<file path="src/rtl/barrel_unshifter_seq.sv">
// ============================================================================
// Module      : barrel_unshifter_seq
// Description : Iterative inverse of the 8-bit barrel shifter function set.
//               Undoes one bit position per clock and reports recoverable bits.
// Revision    : 1.0 - initial release
// ============================================================================
`default_nettype none

module barrel_unshifter_seq #(
    parameter int WIDTH   = 8,
    parameter int SHAMT_W = 3
) (
    input  logic               clk,
    input  logic               rst,
    input  logic               in_valid,
    output logic               in_ready,
    input  logic [WIDTH-1:0]   in_data,
    input  logic [SHAMT_W-1:0] in_amount,
    input  logic [3:0]         in_function,
    output logic               out_valid,
    input  logic               out_ready,
    output logic [WIDTH-1:0]   out_data,
    output logic [WIDTH-1:0]   out_mask,
    output logic               out_err
);

    typedef enum logic [1:0] {
        IDLE  = 2'd0,
        SHIFT = 2'd1,
        DONE  = 2'd2
    } state_t;

    // Direction of the inverse step applied to the working register
    typedef enum logic [2:0] {
        KIND_PASS = 3'd0,
        KIND_SHR  = 3'd1,
        KIND_SHL  = 3'd2,
        KIND_ROR  = 3'd3,
        KIND_ROL  = 3'd4
    } kind_t;

    localparam logic [WIDTH-1:0]   ALL_ONES = '1;
    localparam logic [SHAMT_W-1:0] CNT_ONE  = SHAMT_W'(1);

    state_t             state;
    state_t             next_state;
    kind_t              op;
    kind_t              dec_kind;
    logic [WIDTH-1:0]   dec_mask;
    logic               dec_err;
    logic               go_shift;
    logic [WIDTH-1:0]   work;
    logic [WIDTH-1:0]   step;
    logic [WIDTH-1:0]   mask_hold;
    logic [SHAMT_W-1:0] cnt;

    always_comb begin
        dec_kind = KIND_PASS;
        dec_mask = ALL_ONES;
        dec_err  = 1'b0;
        case (in_function)
            4'b0000: dec_kind = KIND_PASS;
            4'b0001, 4'b0011, 4'b0111: begin
                dec_kind = KIND_SHR;
                dec_mask = ALL_ONES >> in_amount;
            end
            4'b0010, 4'b0100, 4'b1000: begin
                dec_kind = KIND_SHL;
                dec_mask = ALL_ONES << in_amount;
            end
            4'b0101: dec_kind = KIND_ROR;
            4'b0110: dec_kind = KIND_ROL;
            default: begin
                dec_mask = '0;
                dec_err  = 1'b1;
            end
        endcase
    end

    assign go_shift = !dec_err && (dec_kind != KIND_PASS) && (in_amount != '0);

    always_comb begin
        step = work;
        case (op)
            KIND_SHR: step = {1'b0, work[WIDTH-1:1]};
            KIND_SHL: step = {work[WIDTH-2:0], 1'b0};
            KIND_ROR: step = {work[0], work[WIDTH-1:1]};
            KIND_ROL: step = {work[WIDTH-2:0], work[WIDTH-1]};
            default:  step = work;
        endcase
    end

    always_ff @(posedge clk) begin
        if (rst) begin
            state <= IDLE;
        end else begin
            state <= next_state;
        end
    end

    always_comb begin
        next_state = state;
        in_ready   = 1'b0;
        out_valid  = 1'b0;
        case (state)
            IDLE: begin
                in_ready = 1'b1;
                if (in_valid) begin
                    next_state = go_shift ? SHIFT : DONE;
                end
            end
            SHIFT: begin
                if (cnt == CNT_ONE) begin
                    next_state = DONE;
                end
            end
            DONE: begin
                out_valid = 1'b1;
                if (out_ready) begin
                    next_state = IDLE;
                end
            end
            default: next_state = IDLE;
        endcase
    end

    // Result registers change only when DONE is entered
    always_ff @(posedge clk) begin
        if (rst) begin
            work      <= '0;
            op        <= KIND_PASS;
            cnt       <= '0;
            mask_hold <= '0;
            out_data  <= '0;
            out_mask  <= '0;
            out_err   <= 1'b0;
        end else begin
            case (state)
                IDLE: begin
                    if (in_valid) begin
                        work      <= in_data;
                        op        <= dec_kind;
                        cnt       <= in_amount;
                        mask_hold <= dec_mask;
                        if (!go_shift) begin
                            out_data <= dec_err ? '0 : in_data;
                            out_mask <= dec_mask;
                            out_err  <= dec_err;
                        end
                    end
                end
                SHIFT: begin
                    work <= step;
                    cnt  <= cnt - CNT_ONE;
                    if (cnt == CNT_ONE) begin
                        out_data <= step;
                        out_mask <= mask_hold;
                        out_err  <= 1'b0;
                    end
                end
                default: ;
            endcase
        end
    end

endmodule

`default_nettype wire

</file>
<file path="config.mk">
export PLATFORM = sky130hd
export DESIGN_NAME = barrel_unshifter_seq
export DESIGN_NICKNAME = d
export VERILOG_FILES = /design/src/rtl/barrel_unshifter_seq.sv
export SDC_FILE = /design/constraint.sdc
export NUM_CORES = 1
export LEC_CHECK = 0
export ABC_AREA = 1
export CORE_ASPECT_RATIO = 0.75
export CORE_MARGIN = 2
export CORE_UTILIZATION = 50
export DETAILED_ROUTE_END_ITERATION = 8
export HOLD_SLACK_MARGIN = 0.05
export PLACE_DENSITY = 0.83
export SLEW_MARGIN = 5
export SYNTH_ARGS = -nofsm -noshare
export SYNTH_HDL_FRONTEND = slang
export SYNTH_SLANG_ARGS = --single-unit
</file>
<file path="constraint.sdc">
create_clock -name clk -period 1.92 [get_ports clk]
set_input_delay 0.384 -clock clk [delete_from_list [all_inputs] [get_ports clk]]
set_output_delay 0.384 -clock clk [all_outputs]
set_load 0.01 [all_outputs]
</file>
==> metrics.cfg, run 1 <==
[logic_synthesis]
ys_seq_area_frac=0.349
avgSynthCellArea_um2=6.44
ys_seq_elements=41
synth_nets=386
syn_inst=365
yosysWarnings=0
synth_area_um2=2350
synth_cell_types=29

[worst_setup_path]
critPathArrivalTime_ns=1.44
cp-start-kind=flop
path_max_fanout=6
critPathKind=flop to primary output
crit_path_end_kind=primary output
critPathRequiredTime_ns=1.54

[floorplan]
fp.dieH_um=63.4
start_util=0.523
fp.dieArea_um2=5270
io_pins=38
core_area_um2=4490
die_x_um=83.2
rows=21

[power]
seqPwrFrac=0.361
leakage_nw=1.45
pwr-share-comb=0.371
power_mw=3.11
internal-power_mw=2.03
peakVddDrop_mv=0.641
p_switching_mw=1.09
p_clk_frac=0.268
powerDensity_nw_per_um2=1020
switching_share=0.349

[cells_and_area]
post_layout_nonfiller_instances=476
final_common_cell=nand2_1
antenna_cells=0
nets=439
drive_gt1_frac=0.134
final_cell_area_um2=3040
fin_util=0.678
syn_to_final_growth_pct=29.5
layout_common_cells=nand2_1, inv_1, nor2_1

[run_status]
status=finished, final reports clean

[sta]
min_period_ns=1.83
setup_violations=0
finalCritPeriodShare=0.952
slew_violations=0
fin_worst_skew_ns=0.00799
worstMarginPinSlew_ns=0.356
layout_setup_ws_ns=0.0921
finalSetupTns_ns=0
hold_viol=0
rsz0062_at_grt=no
hold_slack_ns=0.490
max_freq_mhz=547
slew_headroom=0.762

[grt]
grt_usage=0.252
grt_pass1_wl_mm=10.8
antenna_found_initial=0
grt_max_degree=25
grt-ovfl-total=0
grt_pass1_vias=2341

[routing]
wl_per_cell_um=13.0
vias=2529
drtAntennaViolNets=0
drc=0
avgViaCountPerCell=5.31
drt_iter0_markers=158
wl_mm=6.17
drtPass1Iterations=5

[placed_design]
dp_hpwl_mm=4.47
gp_congestion=0.944
placedCellCount=468
placed_area_um2=2900
dpl_worst_slack_ns=-0.0958
numPortBuffers=37

[worst_hold_path]
hp-class=flop to flop

[clock_tree]
cts_made_buffers=5
cts_tree=yes
htreeDepth=2
cts_setup_buffers=0
clk_latency_ns=0.30
cts.clk_slew.worst_paths_ns=0.08
cts_sinks=41
clockBufferDepth=2
cts_root_buf=clkbuf_8

[job]
maxCapViolCount=0

final timing paths:
kind	start	to	slack, ns	cells after the start
setup / recovery	state[0]$_SDFFE_PP0P_	in_ready	0.09	2
hold / removal	out_data[3]$_SDFFE_PP0P_	out_data[3]$_SDFFE_PP0P_	0.49	2
setup reg to reg	state[0]$_SDFFE_PP0P_	out_data[2]$_SDFFE_PP0P_	0.26	10
hold reg to reg	out_data[3]$_SDFFE_PP0P_	out_data[3]$_SDFFE_PP0P_	0.49	2
area by class of cell:
type,count,area [um^2]
tap,57,71.3
clock buffer,5,68.8
sequential,41,822
fill,377,1450
clock inverter,3,65.1
multi-input combinational,248,1220
timing repair buffer,58,553
inverter,64,240
cells in the mapped netlist (all sizes together):
cell type | instances | share of area
a211oi | 1 | 0.0032
a21oi | 36 | 0.078
a31oi | 2 | 0.0053
a41oi | 1 | 0.0037
buf | 6 | 0.022
clkbuf | 6 | 0.0096
dfxtp | 41 | 0.35
ha | 2 | 0.011
inv | 64 | 0.10
nand2 | 80 | 0.13
nand3 | 33 | 0.081
nand4 | 4 | 0.011
nor2 | 47 | 0.084
nor3 | 4 | 0.0085
o211ai | 3 | 0.0096
o21ai | 29 | 0.073
o221ai | 1 | 0.0037
o22ai | 5 | 0.013
timing repair:
item	4_1_cts	5_1_grt
resized for setup	0	3
setup endpoints to repair	0	1
hold buffers	0	0
state kept, by name, summed over array words and instances (netlist names):
signal	count
out_mask	8
out_data	8
state	2
out_err	1
work	8
op	3
mask_hold	8
cnt	3
layer usage:
layer | track usage | vias up | wire length [um]
li1 | - | 1270 | -
met4 | 0.0758 | 0 | 90
met3 | 0.0498 | 10 | 485
met5 | 0 | - | 0
met2 | 0.389 | 119 | 2640
met1 | 0.357 | 1130 | 2960
kinds of logic after synthesis:
group,share of synthesized area
compound gates,0.190
fa+ha+maj,0.0106
flops,0.349
buf+inv,0.134
simple gates,0.317
critical path, stage by stage, from the launching register on:
cell	delay, ns
dfxtp_1	0.42
nor2_4	0.18
clkdlybuf4s50_1	0.55
power groups by stage:
stage	Combinational, mW	Sequential (mW)	Clock, mW
final	1.16	1.12	0.834
after global routing	1.30	1.14	0.888
after CTS	1.15	1.12	0.846
after detailed placement	1.14	1.13	0
after global placement	1.11	1.13	0
after floorplan	0.697	1.15	0
(Power assumes the default switching activity.)
==> run 2, diff against run 1 <==
- CORE_UTILIZATION: 50 -> 53
- GPL_TIMING_DRIVEN: default -> 0
- PLACE_DENSITY: 0.83 -> 0.87
==> metrics.cfg, run 2 (same netlist as run 1, synthesis figures left out) <==
[run_status]
status=finished, final reports clean

[grt]
grtUsageMet3=0.0572
antenna_found_initial=0
grtUsageMet1=0.395
busiest_layer=met1
use_met2=0.385
grt-ovfl-total=0
grt_pass1_vias=2132
grt_max_degree=14
grt_pass1_wl_mm=10.1
grt_usage=0.264

[cells_and_area]
fillerInstances=368
seq_area_um2=822
antenna_cells=0
drive_gt1_frac=0.105
nets=430
syn_to_final_growth_pct=24.9
multi_input_area_um2=1240
final_common_cell=nand2_1
layout_common_cells=nand2_1, inv_1, nor2_1

[worst_setup_path]
critPathArrivalTime_ns=1.45
critPathRequiredTime_ns=1.54
crit_start=state[0]$_SDFFE_PP0P_
r2r_setup_slack_ns=0.16
critical-path-top-delay-family=buffers and inverters
r2r.worst_path.cells=8
worst-path-buf-inv=1
path_max_fanout=6
max_stage_delay_ns=0.55
cpMaxStageDelayCell=clkdlybuf4s50_1
path_cells=nor2_4, clkdlybuf4s50_1
crit_path_end_kind=primary output
cp-start-kind=flop
critPathKind=flop to primary output
rr_startpoint=state[0]$_SDFFE_PP0P_
cp-endpoint=in_ready
cp_num_cells=2
reg2reg_to=work[5]$_SDFFE_PP0P_

[sta]
finalCritPeriodShare=0.954
max_freq_mhz=546
rsz0062_at_grt=no
setup_violations=0
fin_worst_skew_ns=0.00841
slew_headroom=0.595
hold_viol=0
layout_setup_ws_ns=0.0880
min_period_ns=1.83
slew_violations=0
worstMarginPinSlew_ns=0.607

[floorplan]
rows=20
fp.dieArea_um2=4990
io_pins=38
die_x_um=80.9
core_area_um2=4150
fp.dieH_um=61.7
start_util=0.566

[routing]
avgViaCountPerCell=5.46
wl_per_cell_um=13.6
drtPass1Iterations=5
drc=0
drt_iter0_markers=328
vias=2539
drtAntennaViolNets=0
wl_mm=6.32

[clock_tree]
cts_sinks=41
cts_tree=yes
cts_made_buffers=5
cts_hold_buffers=0
htreeDepth=2
clockBufferDepth=2
cts_root_buf=clkbuf_8
clk_latency_ns=0.31
cts.clk_slew.worst_paths_ns=0.09

[power]
leakage_nw=1.40
power_mw=3.02
switching_share=0.369
p_switching_mw=1.12
peakVddDrop_mv=0.698
powerDensity_nw_per_um2=1030
pwr-share-comb=0.382
internal-power_mw=1.91
p_clk_frac=0.248
seqPwrFrac=0.370

[worst_hold_path]
whs_path_depth=2
hp-class=flop to flop

[placed_design]
gp_congestion=0.991
numPortBuffers=36
dp_hpwl_mm=4.37
dpl_worst_slack_ns=-0.340

[job]
maxCapViolCount=0

-- run 2: cell count changes in the layout (fill, tap and decap cells not counted), sizes merged --
cell           before  now
clkdlybuf4s50      37   34
clkinvlp            0    1
clkinv              1    0
clkbuf              5   12
buf                21    7
bufinv              2    1
dlymetal6s2s        0    2
-- run 2: how the worst min path moves through the flow --
| stage | from | end | slack [ns] |
|---|---|---|---|
| after detailed placement | out_data[3]$_SDFFE_PP0P_ | out_data[3]$_SDFFE_PP0P_ | 0.47 |
| after CTS | out_data[3]$_SDFFE_PP0P_ | out_data[3]$_SDFFE_PP0P_ | 0.49 |
| after floorplan | cnt[1]$_SDFFE_PP0P_ | cnt[1]$_SDFFE_PP0P_ | 0.46 |
| final | out_data[3]$_SDFFE_PP0P_ | out_data[3]$_SDFFE_PP0P_ | 0.49 |
| after global routing | out_data[3]$_SDFFE_PP0P_ | out_data[3]$_SDFFE_PP0P_ | 0.52 |
| after global placement | out_data[3]$_SDFFE_PP0P_ | out_data[3]$_SDFFE_PP0P_ | 0.47 |
-- run 2: worst min-delay path, stage by stage, from the launching register on --
cell and delay, ns:
dfxtp_1 0.33, nand2_1 0.08, a21oi_2 0.05
-- run 2: timing repair --
item                       4_1_cts  5_1_grt
buffers inserted                 1        0
pin swaps                        1        1
resized for setup                1        7
setup endpoints to repair       10       22
-- run 2: power by group through the flow --
stage / Clock (mW) / Sequential, mW / Combinational (mW)
global placement: 0 / 1.12 / 1.09
global route: 0.786 / 1.14 / 1.28
finish: 0.751 / 1.12 / 1.15
detailed placement: 0 / 1.13 / 1.11
floorplan: 0 / 1.15 / 0.697
CTS: 0.749 / 1.11 / 1.13
-- run 2: cell type report --
cell class	count	area share
repair buffers	37	0.127
plain buffers	12	0.0251
clock buffers	6	0.0281
inverters	64	0.0818
well taps	55	0.0234
flip-flops and latches	41	0.280
clock inverters	2	0.0128
multi-input cells	248	0.422
-- run 2: per-stage QoR --
| stage | setup TNS (ns) | cell area, um^2 | hold slack (ns) | util | instances |
|---|---|---|---|---|---|
| after global routing | 0 | 2940 | 0.515 | 0.707 | 465 |
| after detailed placement | -5.97 | 2780 | 0.470 | 0.669 | 456 |
| after global placement | -5.47 | 2780 | 0.471 | 0.669 | 456 |
| after floorplan | 0 | 2350 | 0.456 | - | 365 |
| final | 0 | 2940 | 0.493 | 0.707 | 465 |
| after CTS | 0 | 2910 | 0.491 | 0.701 | 465 |
-- run 2: metal layers --
metal | wire length, um | up-vias
met2 | 2630 | 132
li1 | - | 1254
met4 | 41 | 0
met3 | 580 | 8
met5 | 0 | -
met1 | 3070 | 1145
==> run 3, diff against run 2 <==
- CTS_BUF_LIST: default -> sky130_fd_sc_hd__clkbuf_16
==> metrics.cfg, run 3 (same netlist as run 1, synthesis figures left out) <==
[floorplan]
fp.dieArea_um2=4990
core_area_um2=4150
rows=20
io_pins=38
start_util=0.566
die_x_um=80.9
fp.dieH_um=61.7

[grt]
grt_pass1_vias=2193
grt-ovfl-total=0
grt_pass1_wl_mm=10.4
grt_usage=0.275
antenna_found_initial=0
grt_max_degree=14

[sta]
min_period_ns=1.88
slew_violations=0
finalCritPeriodShare=0.980
max_freq_mhz=531
worstMarginPinSlew_ns=0.625
setup_violations=0
rsz0062_at_grt=yes
fin_worst_skew_ns=0.00511
hold_viol=0
finalSetupTns_ns=0
slew_headroom=0.583

[routing]
wl_mm=6.40
drtPass1Iterations=5
drc=0
vias=2565
wl_per_cell_um=13.8
avgViaCountPerCell=5.52
drtAntennaViolNets=0
drt_iter0_markers=299

[clock_tree]
cts_sinks=41
cts_root_buf=clkbuf_16
cts_made_buffers=5
cts_tree=yes
cts.clk_slew.worst_paths_ns=0.06
clockBufferDepth=2
htreeDepth=2
clk_latency_ns=0.29
cts_hold_buffers=0

[power]
p_switching_mw=1.13
powerDensity_nw_per_um2=1080
pwr-share-comb=0.357
p_clk_frac=0.297
switching_share=0.352
leakage_nw=1.42
internal-power_mw=2.09
seqPwrFrac=0.346
peakVddDrop_mv=0.744
power_mw=3.23

[worst_hold_path]
hp-class=flop to flop

[placed_design]
gp_congestion=0.991
placedCellCount=456
dp_hpwl_mm=4.37
numPortBuffers=36

[cells_and_area]
final_common_cell=nand2_1
antenna_cells=0
drive_gt1_frac=0.102
post_layout_nonfiller_instances=465
syn_to_final_growth_pct=26.7
fillerInstances=361
multi_input_area_um2=1240
seq_area_um2=821
layout_common_cells=nand2_1, inv_1, nor2_1, dfxtp_1, a21oi_1
nets=430

[worst_setup_path]
critPathArrivalTime_ns=1.50
path_max_fanout=6
critPathKind=flop to primary output
cp-start-kind=flop
max_stage_delay_ns=0.58
critPathRequiredTime_ns=1.54
crit_path_end_kind=primary output
cpMaxStageDelayCell=clkdlybuf4s50_1
path_cells=nor2_2, clkdlybuf4s50_1

[job]
maxCapViolCount=0

[run_status]
status=finished, final reports clean

==> run 3: metal layers <==
metal | wire (um) | track usage | vias up | part of all wire
met4 | 91 | 0.0823 | 0 | 0.014
met5 | 0 | 0 | - | 0
met3 | 589 | 0.0630 | 12 | 0.092
met2 | 2720 | 0.414 | 151 | 0.42
li1 | - | - | 1261 | -
met1 | 3000 | 0.395 | 1141 | 0.47
==> run 3: layout make-up <==
type,instances,area share
multi-input combinational,248,0.415
sequential,41,0.276
inverter,64,0.0806
clock buffer,5,0.0420
buffer,12,0.0248
clock inverter,3,0.0139
tap,55,0.0231
timing repair buffer,37,0.125
==> run 3: final timing paths <==
kind | start | cells after the start | endpoint | slack, ns
worst min-delay path | out_data[3]$_SDFFE_PP0P_ | 2 | out_data[3]$_SDFFE_PP0P_ | 0.48
worst min register to register | out_data[3]$_SDFFE_PP0P_ | 2 | out_data[3]$_SDFFE_PP0P_ | 0.48
worst max-delay path | state[0]$_SDFFE_PP0P_ | 2 | in_ready | 0.04
worst max register to register | op[2]$_SDFFE_PP0P_ | 10 | out_data[1]$_SDFFE_PP0P_ | 0.22
==> run 3: what timing repair did <==
action / CTS / global route
gates resized for setup: 2 / 5
setup endpoints to repair: 17 / 25
hold endpoints to repair: 0 / 0
setup buffers: 1 / 0
pin swaps: 1 / 1
==> run 3: through the flow <==
stage	area, um^2	utilization	hold WS [ns]	setup WS [ns]
floorplan	2350	-	0.456	0.444
CTS	2960	0.713	0.488	0.00413
global route	2980	0.717	0.511	-0.00650
finish	2980	0.717	0.483	0.0385
detailed placement	2780	0.669	0.470	-0.340
global placement	2780	0.669	0.471	-0.321
==> run 3: worst max-delay path: cells and delay by family, from the launching register on <==
family,cells,cell delay (ns)
and+or+nand+nor,1,0.24
DFF,1,0.40
buffers and inverters,1,0.58
==> run 3: power groups by stage <==
stage                     Sequential (mW)  Combinational, mW  Clock [mW]
after floorplan                      1.15              0.697           0
after global placement               1.12               1.09           0
after detailed placement             1.13               1.11           0
after CTS                            1.11               1.14       0.962
after global routing                 1.13               1.28        1.00
final                                1.12               1.15       0.958
